===== src/rtl/spi_ram_ctrl_pkg.sv =====
// Shared types and constants for the SPI-attached RAM controller.
package spi_ram_ctrl_pkg;

  localparam int MEM_DEPTH_DEF = 256;
  localparam int ADDR_SIZE_DEF = 8;
  localparam int DATA_W        = 8;
  localparam int RX_W          = 10;

  // Command field carried in rx_data[9:8]
  typedef enum logic [1:0] {
    WR_ADDR = 2'b00,
    WR_DATA = 2'b01,
    RD_ADDR = 2'b10,
    RD_DATA = 2'b11
  } cmd_t;

  // Controller states
  typedef enum logic [1:0] {
    CMD_WAIT = 2'b00,
    RD_PEND  = 2'b01,
    TX_HOLD  = 2'b10
  } ram_state_t;

  // Rising-edge detect of a level held by the SPI slave for a whole frame
  function automatic logic rise_edge(input logic cur, input logic prev);
    return cur & ~prev;
  endfunction

endpackage


===== src/rtl/spi_ram_ctrl_array.sv =====
// Single-port style storage: synchronous write, synchronous read with 1-cycle latency.
// Contents are intentionally not reset.
module spi_ram_ctrl_array
  import spi_ram_ctrl_pkg::*;
#(
  parameter int MEM_DEPTH = MEM_DEPTH_DEF,
  parameter int ADDR_SIZE = ADDR_SIZE_DEF
) (
  input  logic                 clk,
  input  logic                 we,
  input  logic [ADDR_SIZE-1:0] waddr,
  input  logic [DATA_W-1:0]    wdata,
  input  logic                 re,
  input  logic [ADDR_SIZE-1:0] raddr,
  output logic [DATA_W-1:0]    rdata
);

  logic [DATA_W-1:0] mem_r [MEM_DEPTH];
  logic [DATA_W-1:0] rdata_r;

  // Write port: store wdata on an enabled cycle
  always_ff @(posedge clk) begin
    if (we) begin
      mem_r[waddr] <= wdata;
    end
  end

  // Read port: capture the addressed word, available the following cycle
  always_ff @(posedge clk) begin
    if (re) begin
      rdata_r <= mem_r[raddr];
    end
  end

  assign rdata = rdata_r;

endmodule


===== src/rtl/spi_ram_ctrl.sv =====
// Command decoder and RAM for the SPI slave: executes one 10-bit command per
// rx_valid assertion and returns read bytes on tx_data/tx_valid.
module spi_ram_ctrl
  import spi_ram_ctrl_pkg::*;
#(
  parameter int MEM_DEPTH = MEM_DEPTH_DEF,
  parameter int ADDR_SIZE = ADDR_SIZE_DEF
) (
  input  logic              clk,
  input  logic              rst_n,
  input  logic [RX_W-1:0]   rx_data,
  input  logic              rx_valid,
  output logic [DATA_W-1:0] tx_data,
  output logic              tx_valid
);

  ram_state_t           state_r,  state_s;
  logic                 rx_valid_q_r;
  logic [ADDR_SIZE-1:0] wr_addr_r, wr_addr_s;
  logic [ADDR_SIZE-1:0] rd_addr_r, rd_addr_s;
  logic [DATA_W-1:0]    tx_data_r, tx_data_s;
  logic                 tx_valid_r, tx_valid_s;
  logic                 accept_s;
  cmd_t                 cmd_s;
  logic                 mem_we_s;
  logic                 mem_re_s;
  logic [DATA_W-1:0]    mem_rdata_s;

  spi_ram_ctrl_array #(
    .MEM_DEPTH (MEM_DEPTH),
    .ADDR_SIZE (ADDR_SIZE)
  ) u_array (
    .clk   (clk),
    .we    (mem_we_s),
    .waddr (wr_addr_r),
    .wdata (rx_data[DATA_W-1:0]),
    .re    (mem_re_s),
    .raddr (rd_addr_r),
    .rdata (mem_rdata_s)
  );

  // Decode, next-state and next-output logic
  always_comb begin
    accept_s   = rise_edge(rx_valid, rx_valid_q_r);
    cmd_s      = cmd_t'(rx_data[RX_W-1:RX_W-2]);
    state_s    = state_r;
    wr_addr_s  = wr_addr_r;
    rd_addr_s  = rd_addr_r;
    tx_data_s  = tx_data_r;
    tx_valid_s = tx_valid_r;
    mem_we_s   = 1'b0;
    mem_re_s   = 1'b0;
    case (state_r)
      CMD_WAIT: begin
        if (accept_s) begin
          case (cmd_s)
            WR_ADDR: wr_addr_s = rx_data[ADDR_SIZE-1:0];
            WR_DATA: mem_we_s  = 1'b1;
            RD_ADDR: rd_addr_s = rx_data[ADDR_SIZE-1:0];
            RD_DATA: begin
              // Read issued on the accept cycle; data lands one cycle later
              mem_re_s = 1'b1;
              state_s  = RD_PEND;
            end
            default: state_s = state_r;
          endcase
        end else begin
          state_s = CMD_WAIT;
        end
      end
      RD_PEND: begin
        tx_data_s  = mem_rdata_s;
        tx_valid_s = 1'b1;
        state_s    = TX_HOLD;
      end
      TX_HOLD: begin
        // Hold the byte while the slave is still shifting it out
        if (!rx_valid) begin
          tx_valid_s = 1'b0;
          state_s    = CMD_WAIT;
        end else begin
          tx_valid_s = 1'b1;
        end
      end
      default: begin
        tx_valid_s = 1'b0;
        state_s    = CMD_WAIT;
      end
    endcase
  end

  // State, address and output registers with synchronous active-low reset
  always_ff @(posedge clk) begin
    if (!rst_n) begin
      state_r      <= CMD_WAIT;
      rx_valid_q_r <= 1'b0;
      wr_addr_r    <= {ADDR_SIZE{1'b0}};
      rd_addr_r    <= {ADDR_SIZE{1'b0}};
      tx_data_r    <= {DATA_W{1'b0}};
      tx_valid_r   <= 1'b0;
    end else begin
      state_r      <= state_s;
      rx_valid_q_r <= rx_valid;
      wr_addr_r    <= wr_addr_s;
      rd_addr_r    <= rd_addr_s;
      tx_data_r    <= tx_data_s;
      tx_valid_r   <= tx_valid_s;
    end
  end

  assign tx_data  = tx_data_r;
  assign tx_valid = tx_valid_r;

endmodule


===== config.mk =====
export PLATFORM = sky130hd
export DESIGN_NAME = spi_ram_ctrl
export DESIGN_NICKNAME = d
export VERILOG_FILES = /design/src/rtl/spi_ram_ctrl_pkg.sv /design/src/rtl/spi_ram_ctrl_array.sv /design/src/rtl/spi_ram_ctrl.sv
export SDC_FILE = /design/constraint.sdc
export NUM_CORES = 2
export LEC_CHECK = 0
export BUFFER_PORTS_ARGS = -buffer_cell sky130_fd_sc_hd__buf_2
export CORE_UTILIZATION = 62
export DETAILED_ROUTE_END_ITERATION = 12
export GPL_TIMING_DRIVEN = 0
export PLACE_DENSITY = 0.78
export SETUP_SLACK_MARGIN = 0.4
export SLEW_MARGIN = 15
export SYNTH_ARGS = -nofsm -noshare
export SYNTH_HDL_FRONTEND = slang
export SYNTH_HIERARCHICAL = 1
export SYNTH_SLANG_ARGS = --single-unit
export TNS_END_PERCENT = 50

===== constraint.sdc =====
create_clock -name clk -period 5.7 [get_ports clk]
set_input_delay 1.71 -clock clk [delete_from_list [all_inputs] [get_ports clk]]
set_output_delay 1.71 -clock clk [all_outputs]
set_load 0.02 [all_outputs]

# After elaboration in Yosys (flattened, before gate mapping)
# Memories as Yosys holds them, arrays and structs flattened. A register that Yosys moved wholly into a read port is not among the register bits.
# Index checks and enable logic that the tools add are counted.
# word_totals
register_bits	28
mem_bits_rw	2048
in_bits	13
out_inout_bits	9
wordCells	35
memories	1
# mem_list
memory	depth	word_bits	rd	rd_ports_with_merged_regs	wr	line	rtl
u_array.mem_r	256	8	1	1	1	spi_ram_ctrl_array.sv:18	logic [DATA_W-1:0] mem_r [MEM_DEPTH];
# op_classes
n_eq_ne	7
mux	14
bitwise	2
n_reduce_logical	5
# op_table
cell	count
two-way mux 1 bit	9
equality test 2 bit, second input constant	3
two-way mux 2 bit	3
one-hot mux 2 bit (3 select lines)	1
AND reduction 3 bit	2
equality test 2 x 1 -> 1 bit, second input constant	2
zero test 2 bit	2
!= test 3 x 2 -> 1 bit, second input constant	1
one-hot mux 1 bit (3 select lines)	1
!= test 2 bit, second input constant	1
AND reduction 2 bit	1
bitwise AND 1 bit	1
inverter 1 bit	1

# Longest topological paths before layout
# logic_depth
ltp_word	6
mapped_depth	11
depth_no_buf	6

# Cells and area by module
# The synthesis kept the hierarchy.
# modules_own_cells
mod	instances	cells_per_inst	area_per_inst_um2	seq_area_each_um2
spi_ram_ctrl_array	1	3733	79636.4	61739.2
spi_ram_ctrl	1	117	1204.9	560.5

# Worst setup path after synthesis
# OpenSTA, ideal clock, no wires.
# synth_path
path_type	input -> register
startpoint	input port rx_valid
endpoint	memory u_array.mem_r[234][0] (enable)
setup_ns	0.370
t_arrival_ns	3.383
setup_slack_ns	1.947
path_stages	7
path_buffers	3
cell_sequence	nand3b_2 -> nor3b_1 -> clkbuf_1 -> buf_1 -> nand3_1 -> clkbuf_1 -> nor2_1
# synth_via
elab_chain_len	5
# synth_lines
element	line	rtl
start, declared	spi_ram_ctrl.sv:12	input logic rx_valid,
bitwise AND 1 bit	spi_ram_ctrl_pkg.sv:26	return cur & ~prev;
two-way mux 1 bit	spi_ram_ctrl.sv:55	if (accept_s) begin
two-way mux 1 bit	spi_ram_ctrl.sv:53	case (state_r)
net mem_we_s	spi_ram_ctrl.sv:25	logic mem_we_s;
two-way mux 1 bit	spi_ram_ctrl_array.sv:23	if (we) begin
two-way mux 1 bit (implied by the code)	spi_ram_ctrl_array.sv:24	mem_r[waddr] <= wdata;
end, declared	spi_ram_ctrl_array.sv:18	
# The timed path passes the listed nets, and every way through them passes these cells.

# Worst setup path after layout
# layout_path
startpoint	input port rx_valid
endpoint	memory u_array.mem_r[76][3] (enable)
# Same word-level chain as after synthesis.

==> Flow_metrics.wiki <==
{| class="wikitable"
! Metric !! Value
|-
| Synthesis-to-layout area growth || 11.52%
|-
| Pwr dens || 340.4 mW/mm^2
|-
| Worst reg2reg path endpoint || u_array/rdata[3]
|-
| Post-synthesis async set-or-reset flop share || 0
|-
| Horizontal extent of the die || 363.1 microns
|-
| Fraction of final layout cells with drive strength greater than 1 || 0.2177
|-
| Number of global-route vias before repair || 42970
|-
| First-pass GRT wire length || 327.7 mm
|-
| Min cycle time layout || 5.540 ns
|-
| Number of I/O pins || 22
|-
| Maximum level of the CTS H-tree || 4
|-
| Worst reg-to-reg setup slack || 0.34 ns
|-
| Post-DRT Antenna Nets || 0
|-
| Leakage power figure || 26.98 nW
|-
| Post-synthesis cell type count || 66
|-
| Overall Global Routing Usage || 0.3665
|-
| Capturing element type of the critical path || flip-flop
|-
| Vert. Die Dim || 363.1 microns
|-
| Startpoint class of the critical path || input port
|-
| Setup CP Type || input port to flip-flop
|-
| Start point of the critical path || rx_valid
|-
| Non-Filler Cell Area, Final || 0.09016 sq mm
|-
| Initial antenna violation count || 9
|-
| Last element of the critical path || u_array/mem_r[76][3]
|-
| Number of flops mapped to enable cells by yosys || 2056
|-
| Number of filler cells placed in the layout || 7634
|-
| Crit Path Max Fanout || 10
|-
| Setup repair after global routing missed its margin || false
|-
| Largest net degree at the start of global routing || 152
|-
| PnR worst setup slack || 0.1600 ns
|-
| Fmax || 0.1805 GHz
|-
| Clock sink count || 2084
|-
| Synth top area share || 0.7637
|-
| Total wirelength of the detailed-routed design || 238.4 mm
|-
| CTS clock-pin slew for the worst setup and hold paths || 0.06 ns
|-
| Synth Net Count || 3867
|-
| Launch instance of the worst register-to-register path || rd_addr_r[4]
|-
| Hold Vio Cnt, Final || 0
|-
| Hold buffer count at CTS || 0
|-
| CP Data Required Time || 6.14 ns
|-
| Cell count after synthesis || 3850
|-
| Number of synthesis warnings || 6
|-
| Number of maximum-capacitance violations || 0
|-
| Total die area || 0.1318 sq mm
|-
| Post-route fraction of the period consumed by the critical path || 0.9719
|-
| Most instantiated library cell after synthesis || edfxtp_1
|-
| Clock tree from TritonCTS || done
|-
| Cell area after synthesis || 0.08084 sq mm
|-
| Number of buffers added by the clock tree synthesis step || 195
|-
| Most used flip-flop cell after synthesis || edfxtp_1
|-
| Synthesized area per cell || 21.00 sq um
|-
| Clock latency on the worst-skew pair || 0.84 ns
|-
| Post-detailed-placement half-perimeter wirelength || 152.6 mm
|-
| Share of the yosys chip area belonging to registers || 0.7706
|-
| Post-CTS setup buffers || 0
|-
| Pre-antenna DRT Iters || 10
|-
| Place WS || 0.03964 ns
|-
| Classification of the worst-slack hold path || flip-flop to flip-flop
|-
| Initial Utilization || 0.6243
|-
| Final setup vio count || 0
|-
| Normalized max-slew margin || 0.04690
|-
| Slew at the pin closest to its max-slew limit || 1.417 ns
|-
| Placement Rows || 132
|-
| Layout Nets || 4111
|-
| Flip-flop and latch count after synthesis || 2084
|-
| Peak ir drop on the vdd network || 0.0003744 V
|-
| Data arrival, critical path || 5.98 ns
|-
| Detailed router's first-iteration violation count || 7810
|-
| Routability cong. || 1.017
|-
| Cell types with the largest area share after synthesis || edfxtp_1 (76%), mux4_2 (13%), mux2i_1 (2.0%)
|-
| Via/cell ratio || 7.402
|-
| Cell type with the largest total area after synthesis || edfxtp_1
|-
| Outcome || complete, no violations
|-
| Post_cts resized || 0
|-
| Placeable Area || 0.1295 sq mm
|-
| Post-layout utilization of the core || 0.6963
|-
| Total number of vias || 44380
|-
| Cell at the root of the clock tree || clkbuf_16
|-
| Top cell types by occurrence after synthesis || edfxtp_1 (2056), mux4_2 (454), nor2_1 (284)
|-
| Total placed instance area || 0.08392 sq mm
|-
| Average wire per standard cell || 39.77 microns
|-
| Total grt overflow || 0
|-
| Worst Skew || 0.04254 ns
|-
| Count of port buffers added during placement || 20
|-
| Number of cell instances on the worst register-to-register path || 8
|-
| Overall Power || 0.03069 W
|-
| Clock Tree Buf Depth || 3
|-
| Number of remaining DRC errors || 0
|-
| Final slew viol count || 0
|}
[through the flow]
step	hold slack [ns]	TNS [ns]	cells
after floorplan	0.4335	0	3850
after global placement	0.4486	-469.42	5612
after detailed placement	0.4462	0	5637
after CTS	0.4547	0	5988
after global routing	0.4748	0	5990
final	0.4502	0	5995
[worst max-delay path: stages]
cell and delay, ns:
buf_2 0.15, nand3b_2 0.16, nor3b_1 0.61, clkbuf_1 0.53, nand4_1 0.95, clkbuf_2 0.83, nor2_1 1.03
[how the worst min path moves through the flow]
stage,from,endpoint,slack [ns],cells after the start
global route,tx_valid,tx_valid,0.47,2
floorplan,wr_addr_r[0],wr_addr_r[0],0.43,2
detailed placement,tx_valid,tx_valid,0.45,2
finish,tx_valid,tx_valid,0.45,2
CTS,tx_valid,tx_valid,0.45,2
global placement,tx_valid,tx_valid,0.45,2
[power breakdown]
group,total (W),switching (W),internal (W)
Clock,0.0127,0.00553,0.00715
Combinational,0.00116,0.000823,0.000332
Sequential,0.0168,0.00000909,0.0168
[flip-flops by register name, summed over array words and instances, names as in the netlist]
name / cells
u_array/mem_r: 2048
rd_addr_r: 8
tx_data: 8
u_array/rdata: 8
wr_addr_r: 8
state_r: 2
rx_valid_q_r: 1
tx_valid: 1
[area by class of cell]
class | count | area [sq um] | area share
antenna | 5 | 12.51 | 0.0001388
clock buffer | 257 | 5259 | 0.05833
buffer | 239 | 1534 | 0.01701
clock inverter | 94 | 897.1 | 0.009951
multi-input combinational | 1523 | 17090 | 0.1896
inverter | 4 | 15.01 | 0.0001665
timing repair buffer | 47 | 865.8 | 0.009604
sequential | 2084 | 62300 | 0.6910
tap | 1742 | 2180 | 0.02418
[layout by cell type (no fill, tap or decap), types with 46 or more instances in the layout]
cell type,instances
o221ai_1,46
mux4_2,454
clkbuf_16,200
a22oi_1,133
a21oi_1,97
buf_2,48
edfxtp_1,2056
nor2_1,283
nand2_1,59
mux2i_1,158
clkbuf_1,142
[metal layers]
layer / GRT usage / routed length (microns)
met1: 0.4700 / 75790
met2: 0.5294 / 103800
met3: 0.1386 / 38890
met4: 0.2375 / 19680
met5: 0.002542 / 218
[kinds of logic (layout without fill, tap and decap cells)]
group,after synthesis,in the layout,share of synthesized area
multiplexers,615,615,0.1468
adder cells (fa/ha/maj),4,4,0.0006191
other,0,5,0
AND/OR/NAND/NOR,514,514,0.02904
flip-flops,2084,2084,0.7706
AO/OA/AOI/OAI,390,390,0.03414
buffers and inverters,243,641,0.01873
Note: power is estimated with default switching activity, not from simulation.
